===== src/rtl/mem_wb_pkg.sv =====
// Shared types for the memory/writeback stage: FSM state and the latched memory op.
package mem_wb_pkg;
  localparam int MEM_DATA_W     = 24;
  localparam int MEM_REG_ADDR_W = 4;

  typedef enum logic {IDLE, ACCESS} state_t;

  typedef struct packed {
    logic                      wb_en;
    logic                      rd_en;
    logic                      wr_en;
    logic                      flushed;
    logic [MEM_REG_ADDR_W-1:0] dest;
    logic [MEM_DATA_W-1:0]     alu_result;
    logic [MEM_DATA_W-1:0]     store_data;
  } mem_op_t;
endpackage


===== src/rtl/mem_wb_stage_if.sv =====
// Variable-latency data-memory port: request held by the stage until a one-cycle ack.
interface mem_wb_stage_if #(parameter int DATA_W = 24);
  logic              req;
  logic              we;
  logic [DATA_W-1:0] addr;
  logic [DATA_W-1:0] wdata;
  logic              ack;
  logic [DATA_W-1:0] rdata;

  modport master (output req, we, addr, wdata, input ack, rdata);
  modport slave  (input req, we, addr, wdata, output ack, rdata);
endinterface


===== src/rtl/mem_wb_reg.sv =====
// WB output register: loads on a retire, emits a one-cycle valid pulse, holds data otherwise.
module mem_wb_reg #(
  parameter int DATA_W     = 24,
  parameter int REG_ADDR_W = 4
) (
  input  logic                  clk_a,
  input  logic                  rst,
  input  logic                  load,
  input  logic                  wb_en_nxt,
  input  logic [REG_ADDR_W-1:0] dest_nxt,
  input  logic [DATA_W-1:0]     data_nxt,
  output logic                  wb_valid,
  output logic                  wb_en,
  output logic [REG_ADDR_W-1:0] dest,
  output logic [DATA_W-1:0]     data
);
  always_ff @(posedge clk_a or negedge rst) begin
    if (!rst) begin
      wb_valid <= 1'b0;
      wb_en    <= 1'b0;
      dest     <= '0;
      data     <= '0;
    end else begin
      wb_valid <= load;
      if (load) begin
        wb_en <= wb_en_nxt;
        dest  <= dest_nxt;
        data  <= data_nxt;
      end
    end
  end
endmodule


===== src/rtl/mem_wb_stage.sv =====
// MEM/WB stage with stall, flush, variable-latency memory and atomic swap.
// Optional forwarding outputs are built when MEM_WB_FWD_EN is defined.
module mem_wb_stage
  import mem_wb_pkg::*;
#(
  parameter int DATA_W     = MEM_DATA_W,
  parameter int REG_ADDR_W = MEM_REG_ADDR_W
) (
  input  logic                  clk_a,
  input  logic                  rst,
  input  logic                  in_valid,
  output logic                  in_ready,
  input  logic                  flush,
  input  logic                  wb_en_in,
  input  logic                  rd_en_in,
  input  logic                  wr_en_in,
  input  logic [REG_ADDR_W-1:0] dest_in,
  input  logic [DATA_W-1:0]     alu_result_in,
  input  logic [DATA_W-1:0]     store_data_in,
  mem_wb_stage_if.master        mem,
  output logic                  wb_valid,
  output logic                  wb_en_out,
  output logic [REG_ADDR_W-1:0] dest_out,
  output logic [DATA_W-1:0]     wb_data_out
`ifdef MEM_WB_FWD_EN
  ,
  output logic                  fwd_valid,
  output logic [REG_ADDR_W-1:0] fwd_dest,
  output logic [DATA_W-1:0]     fwd_data,
  output logic                  load_pending,
  output logic [REG_ADDR_W-1:0] load_dest
`endif
);
  state_t  state;
  mem_op_t op;
  logic    req_q;

  logic accept, is_mem;
  assign accept = in_valid & in_ready & ~flush;
  assign is_mem = rd_en_in | wr_en_in;

  logic                  wb_load, wb_en_nxt;
  logic [REG_ADDR_W-1:0] dest_nxt;
  logic [DATA_W-1:0]     data_nxt;

  // A flush seen on the ack cycle itself also squashes the writeback.
  always_comb begin
    wb_load   = 1'b0;
    wb_en_nxt = wb_en_in;
    dest_nxt  = dest_in;
    data_nxt  = alu_result_in;
    if (state == IDLE) begin
      wb_load = accept & ~is_mem;
    end else if (mem.ack) begin
      wb_load   = ~op.flushed & ~flush;
      wb_en_nxt = op.wb_en;
      dest_nxt  = op.dest;
      data_nxt  = op.rd_en ? mem.rdata : op.alu_result;
    end
  end

  always_ff @(posedge clk_a or negedge rst) begin
    if (!rst) begin
      state    <= IDLE;
      op       <= '0;
      req_q    <= 1'b0;
      in_ready <= 1'b0;
    end else if (state == IDLE) begin
      in_ready <= 1'b1;
      if (accept && is_mem) begin
        op.wb_en      <= wb_en_in;
        op.rd_en      <= rd_en_in;
        op.wr_en      <= wr_en_in;
        op.flushed    <= 1'b0;
        op.dest       <= dest_in;
        op.alu_result <= alu_result_in;
        op.store_data <= store_data_in;
        req_q         <= 1'b1;
        in_ready      <= 1'b0;
        state         <= ACCESS;
      end
    end else begin
      // The access cannot be cancelled; a flush only marks it as not retiring.
      if (flush) op.flushed <= 1'b1;
      if (mem.ack) begin
        req_q    <= 1'b0;
        in_ready <= 1'b1;
        state    <= IDLE;
      end
    end
  end

  assign mem.req   = req_q;
  assign mem.we    = op.wr_en;
  assign mem.addr  = op.alu_result;
  assign mem.wdata = op.store_data;

  mem_wb_reg #(.DATA_W(DATA_W), .REG_ADDR_W(REG_ADDR_W)) u_wb_reg (
    .clk_a     (clk_a),
    .rst       (rst),
    .load      (wb_load),
    .wb_en_nxt (wb_en_nxt),
    .dest_nxt  (dest_nxt),
    .data_nxt  (data_nxt),
    .wb_valid  (wb_valid),
    .wb_en     (wb_en_out),
    .dest      (dest_out),
    .data      (wb_data_out)
  );

`ifdef MEM_WB_FWD_EN
  assign fwd_valid    = wb_valid & wb_en_out;
  assign fwd_dest     = dest_out;
  assign fwd_data     = wb_data_out;
  assign load_pending = (state == ACCESS) & op.rd_en & op.wb_en & ~op.flushed;
  assign load_dest    = op.dest;
`endif
endmodule


===== src/flat_wrapper.sv =====
// flat-port wrapper written by rule: the top's interface ports become plain ports
module mem_wb_stage_flat import mem_wb_pkg::*;
#(
  parameter int DATA_W     = MEM_DATA_W,
  parameter int REG_ADDR_W = MEM_REG_ADDR_W
)
  (clk_a, rst, in_valid, in_ready, flush, wb_en_in, rd_en_in, wr_en_in, dest_in, alu_result_in, store_data_in, wb_valid, wb_en_out, dest_out, wb_data_out, mem_req, mem_we, mem_addr, mem_wdata, mem_ack, mem_rdata);
  mem_wb_stage_if #(.DATA_W(DATA_W)) mem_i ();
  input  logic clk_a;
  input  logic rst;
  input  logic in_valid;
  output logic in_ready;
  input  logic flush;
  input  logic wb_en_in;
  input  logic rd_en_in;
  input  logic wr_en_in;
  input  logic [REG_ADDR_W-1:0] dest_in;
  input  logic [DATA_W-1:0] alu_result_in;
  input  logic [DATA_W-1:0] store_data_in;
  output logic wb_valid;
  output logic wb_en_out;
  output logic [REG_ADDR_W-1:0] dest_out;
  output logic [DATA_W-1:0] wb_data_out;
  output wire logic [$bits(mem_i.req)-1:0] mem_req;
  output wire logic [$bits(mem_i.we)-1:0] mem_we;
  output wire logic [$bits(mem_i.addr)-1:0] mem_addr;
  output wire logic [$bits(mem_i.wdata)-1:0] mem_wdata;
  input wire logic [$bits(mem_i.ack)-1:0] mem_ack;
  input wire logic [$bits(mem_i.rdata)-1:0] mem_rdata;
  assign mem_req = mem_i.req;
  assign mem_we = mem_i.we;
  assign mem_addr = mem_i.addr;
  assign mem_wdata = mem_i.wdata;
  assign mem_i.ack = mem_ack;
  assign mem_i.rdata = mem_rdata;
  mem_wb_stage #(.DATA_W(DATA_W), .REG_ADDR_W(REG_ADDR_W)) u_core (.clk_a(clk_a), .rst(rst), .in_valid(in_valid), .in_ready(in_ready), .flush(flush), .wb_en_in(wb_en_in), .rd_en_in(rd_en_in), .wr_en_in(wr_en_in), .dest_in(dest_in), .alu_result_in(alu_result_in), .store_data_in(store_data_in), .mem(mem_i), .wb_valid(wb_valid), .wb_en_out(wb_en_out), .dest_out(dest_out), .wb_data_out(wb_data_out));
endmodule

===== config.mk =====
export PLATFORM = sky130hd
export DESIGN_NAME = mem_wb_stage_flat
export DESIGN_NICKNAME = d
export VERILOG_FILES = /design/src/rtl/mem_wb_pkg.sv /design/src/rtl/mem_wb_stage_if.sv /design/src/rtl/mem_wb_reg.sv /design/src/rtl/mem_wb_stage.sv /design/src/flat_wrapper.sv
export SDC_FILE = /design/constraint.sdc
export NUM_CORES = 1
export LEC_CHECK = 0
export CAP_MARGIN = 20
export CORE_ASPECT_RATIO = 0.7
export CORE_MARGIN = 2
export CORE_UTILIZATION = 25
export DETAILED_ROUTE_END_ITERATION = 7
export GPL_TIMING_DRIVEN = 0
export PLACE_DENSITY = 0.53
export SLEW_MARGIN = 15
export SYNTH_ARGS = -nofsm -noshare
export SYNTH_HDL_FRONTEND = slang
export SYNTH_SLANG_ARGS = --single-unit

===== constraint.sdc =====
create_clock -name clk_a -period 2.4 [get_ports clk_a]
set_input_delay 0.6 -clock clk_a [delete_from_list [all_inputs] [get_ports clk_a]]
set_output_delay 0.6 -clock clk_a [all_outputs]
set_load 0.1 [all_outputs]

### Yosys cells after proc, flatten, opt, wreduce, memory -nomap -nowiden

Cells that the tools add are included.

* multipliers: 0
* $lt $le $gt $ge: 0
* reduce and logical (&&, ||, !) cells: 5
* shift-type cells: 0
* add/subtract/negate cells: 0
* div/mod/pow operators: 0
* bitwise logic cells: 9
* equal/unequal tests: 2
* multiplexer cells: 21

Operators by type and width (number)
* 24-bit two-way mux: 3
* 53-bit two-way mux: 1
* 1-bit two-way mux: 15
* 4-bit two-way mux: 2
* 2-bit AND reduction: 3
* 1-bit bitwise AND: 4
* 2-bit inequality test (second input constant): 2
* 1-bit NOT: 4
* 2-bit nonzero test: 1
* 1-bit logical AND: 1
* 1-bit bitwise OR: 1

* latch bits: 0
* bits in writable memories: 0
* output and inout bits: 81
* logic and storage cells: 51
* memory bits (read-only): 0
* memories: 0
* bits of input ports: 84
* register bits: 89

### Longest topological paths before layout

* depth after elaboration: 5
* gate-level depth with buffers: 6
* gate-level depth less buffers: 3

### Modules after synthesis

Synthesis repeated with hierarchy kept, for this count alone.

* cells, all modules: 328
* area, all modules: 4290.4 um^2

By module, submodules not included
* mem_wb_stage: seq. area each 1476.4 um^2, area an instance 3148.0 um^2, cells an instance 266, instances 1
* mem_wb_reg: seq. area each 750.7 um^2, area an instance 1142.3 um^2, cells an instance 62, instances 1

### Worst setup path after synthesis

Ideal clock, no wire load.

* kind: register to register
* start: register u_core.in_ready
* end: register u_core.op (netlist bit u_core.mem.addr[11])
* cell stages (with the launch flop): 6
* buffers on the path: 2
* slack: 0.350 ns
* required time: 2.275 ns
* setup time: 0.125 ns
* arrival: 1.925 ns
* period minus slack after synthesis: 2.050 ns
* path through: dfrtp_1 > nand4bb_4 > nor2_4 > buf_6 > buf_12 > mux2_4

* cells in the longest elaborated chain, start to end: 4

Ends and longest elaborated chain
* start: declaration: line mem_wb_stage.sv:12 `output logic in_ready,`
* start signal: assignment: line mem_wb_stage.sv:67 `in_ready <= 1'b0;`
* start signal: assignment: line mem_wb_stage.sv:69 `in_ready <= 1'b1;`
* start signal: assignment: line mem_wb_stage.sv:79 `in_ready <= 1'b0;`
* 1-bit bitwise AND (2 in a row): line mem_wb_stage.sv:39 `assign accept = in_valid & in_ready & ~flush;`
* 1-bit logical AND: line mem_wb_stage.sv:70 `if (accept && is_mem) begin`
* 2-bit AND reduction (no line)
* end: declaration: line mem_wb_stage.sv:35 `mem_op_t op;`

Every way passes these cells.
A chain may end at the register's enable or synchronous reset.

### Worst setup path after layout

* start: register u_core.op (netlist bit u_core.mem.addr[14])
* end: output mem_addr[14]

RTL lines
* end: declaration: line flat_wrapper.sv:26 `output wire logic [$bits(mem_i.addr)-1:0] mem_addr;`

No word-level cell between the ends.

==> summary.txt <==
Outcome: finished clean
Crit start category: flip-flop
Syn_nets: 418
CTS sink cnt: 89
Most common cell after layout, fill and taps aside: dfrtp_1
Cells after Synth: 334
Setup Skew: 0.00894 ns
Die area: 19300 sq um
Maximum VDD drop: 0.864 mV
PwrDens: 1440 nW/um^2
Tot GR Track Use: 13.0%
Path type of the worst setup path: reg2out
Top cell type's share of synthesized area: 49.1%
Die Y: 117 microns
Fillers: 1762
Area leader, netlist: dfrtp_1
DR pass1 iterations: 4
Setup WS pre-CTS: -0.00345 ns
Vias in the first global route: 3385
Die width: 165 microns
Netlist cell types: 24
Synthesized flop and latch total: 89
P&R area growth vs syn: 47.9%
Design area: 6710 sq um
Worst-Margin Slew: 1.02 ns
Post-synthesis async set-or-reset flop share: 100%
Area after DPL: 6490 sq um
Residual DRC count: 0
Post-route ant nets: 0
Starting DRT DRC Count: 133
Most frequent cells in the layout: dfrtp_1 (89), clkdlybuf4s50_1 (81), dlygate4sd2_1 (81)
Final Hold Fails: 0
Final setup fails: 0
Synth Cell Area: 4540 sq um
Initial antenna violation count: 0
DR WL/cell: 16.0 microns
CTS tree: yes
Port Buffers: 163
Register area share after synthesis: 49.1%
Ratio of cells with drive above 1 in the final layout: 33.5%
Root Driver: clkbuf_16
Clock Path Buffers: 2
Max frequency: 434 MHz
Total grt overflow: 0
Worst skew pair latency: 0.35 ns
Ant diodes: 0
Setup bufs post-CTS: 0
TNS Setup: 0 ns
HPWL after DPL: 8680 microns
Initial Util: 25.3%
Site Rows: 41
Slew headroom: 32.0%
Final worst setup slack: 0.0981 ns
Unrepaired setup endpoints after global routing: no
Leading post-synthesis cells by cell area: dfrtp_1 (49%), mux2_4 (13%), mux2_2 (11%)
Critical Path RT: 1.80 ns
Placed Cells: 734
Max-Cap Viols: 0
R2r worst-path depth: 5
H-tree level count: 3
Final min period: 2.30 ns
CTS clk-pin slew, worst paths: 0.07 ns
Yosys warning total: 0
Fin. max-slew vios: 0
Final #Nets: 593
Period utilization: 95.9%
Via count: 3151
Routability-driven placement congestion ratio: 0.742
CP Max Fanout: 3
Final WL: 12000 microns
Mean number of vias per cell: 4.20
HP Class: in2async
R2R Path Start: u_core.op[54]$_DFFE_PN0P_
Worst setup EP type: output port
Syn avg cell area: 13.6 sq um
Leakage: 0.00303 uW
First-pass GRT wire length: 18700 microns
Largest net degree at the start of global routing: 48
WP data arrival: 1.70 ns
Crit. Startpoint: u_core.mem.addr[14]$_DFFE_PN0P_
Final Non-Filler Cells: 750
EDFF count, synth: 0
Top FF cell, synth: dfrtp_1
Top Ports: 165
CTS Buf Count: 9
Area of the core: 17900 sq um
==> cell usage after synthesis, types with 3 or more instances <==
library cell,instances
mux2_4,38
dfrtp_1,89
mux2_1,5
nor2_1,3
a21oi_1,48
buf_6,6
clkbuf_1,3
mux2_2,46
buf_2,3
mux2i_1,24
buf_4,52
buf_12,3
==> layer usage <==
metal / track usage, % / wire length (microns) / vias to the layer above
met3: 4.72 / 887 / 13
met4: 3.94 / 179 / 0
li1: - / - / 1472
met5: 0 / 0 / -
met1: 17.1 / 5670 / 1564
met2: 20.1 / 5280 / 102
==> cells by family after synthesis <==
kind of cell	synth area share, %
simple gates	1.88
buf+inv	12.2
mux	30.5
compound gates	6.29
flops	49.1
==> worst paths after layout <==
path / to / slack [ns]
hold / removal: u_core.u_wb_reg.data[6]$_DFFE_PN0P_ / 0.25
min in group clk_a: u_core.mem.req$_DFFE_PN0P_ / 0.48
hold reg to reg: u_core.mem.req$_DFFE_PN0P_ / 0.48
max in group asynchronous: u_core.mem.addr[21]$_DFFE_PN0P_ / 1.50
setup reg to reg: u_core.u_wb_reg.data[22]$_DFFE_PN0P_ / 0.79
setup / recovery: mem_addr[14] / 0.1
==> state kept, by name, indices dropped and copies added, names as in the netlist <==
name                      cells
u_core.in_ready               1
u_core.u_wb_reg.dest          4
u_core.mem.addr              24
u_core.state                  1
u_core.u_wb_reg.data         24
u_core.mem.wdata             24
u_core.op                     7
u_core.u_wb_reg.wb_en         1
u_core.mem.req                1
u_core.mem.we                 1
u_core.u_wb_reg.wb_valid      1
==> critical path, cell delays in order (launching register included) <==
cell	delay (ns)
dfrtp_1	0.38
buf_4	0.12
dlygate4sd2_1	0.85
==> what timing repair did <==
| item | 4_1_cts | 5_1_grt |
|---|---|---|
| resized for setup | 81 | 0 |
| setup endpoints to repair | 81 | 0 |
| hold buffers | 0 | 0 |
==> per-stage QoR <==
stage	power, uW	hold slack [ns]	utilization, %
after floorplan	7120	0.304	-
after global placement	8490	0.464	36.1
after detailed placement	8520	0.478	36.2
after CTS	9750	0.263	37.5
after global routing	10000	0.292	37.5
final	9640	0.251	37.5
==> where the power goes <==
part	total [uW]	internal, uW	switching (uW)
logic	5780	1480	4300
registers	2320	2020	305
clock network	1540	917	621
total	9640	4410	5230
==> final cells by class <==
| type | count | area [sq um] | area share, % |
|---|---|---|---|
| buffer | 69 | 556 | 8.28 |
| clock buffer | 10 | 229 | 3.41 |
| timing repair buffer | 164 | 1560 | 23.2 |
| clock inverter | 6 | 92.6 | 1.38 |
| tap | 236 | 295 | 4.40 |
| multi-input combinational | 176 | 1760 | 26.2 |
| sequential | 89 | 2230 | 33.2 |
No activity file was read; power rests on OpenSTA's default activity.
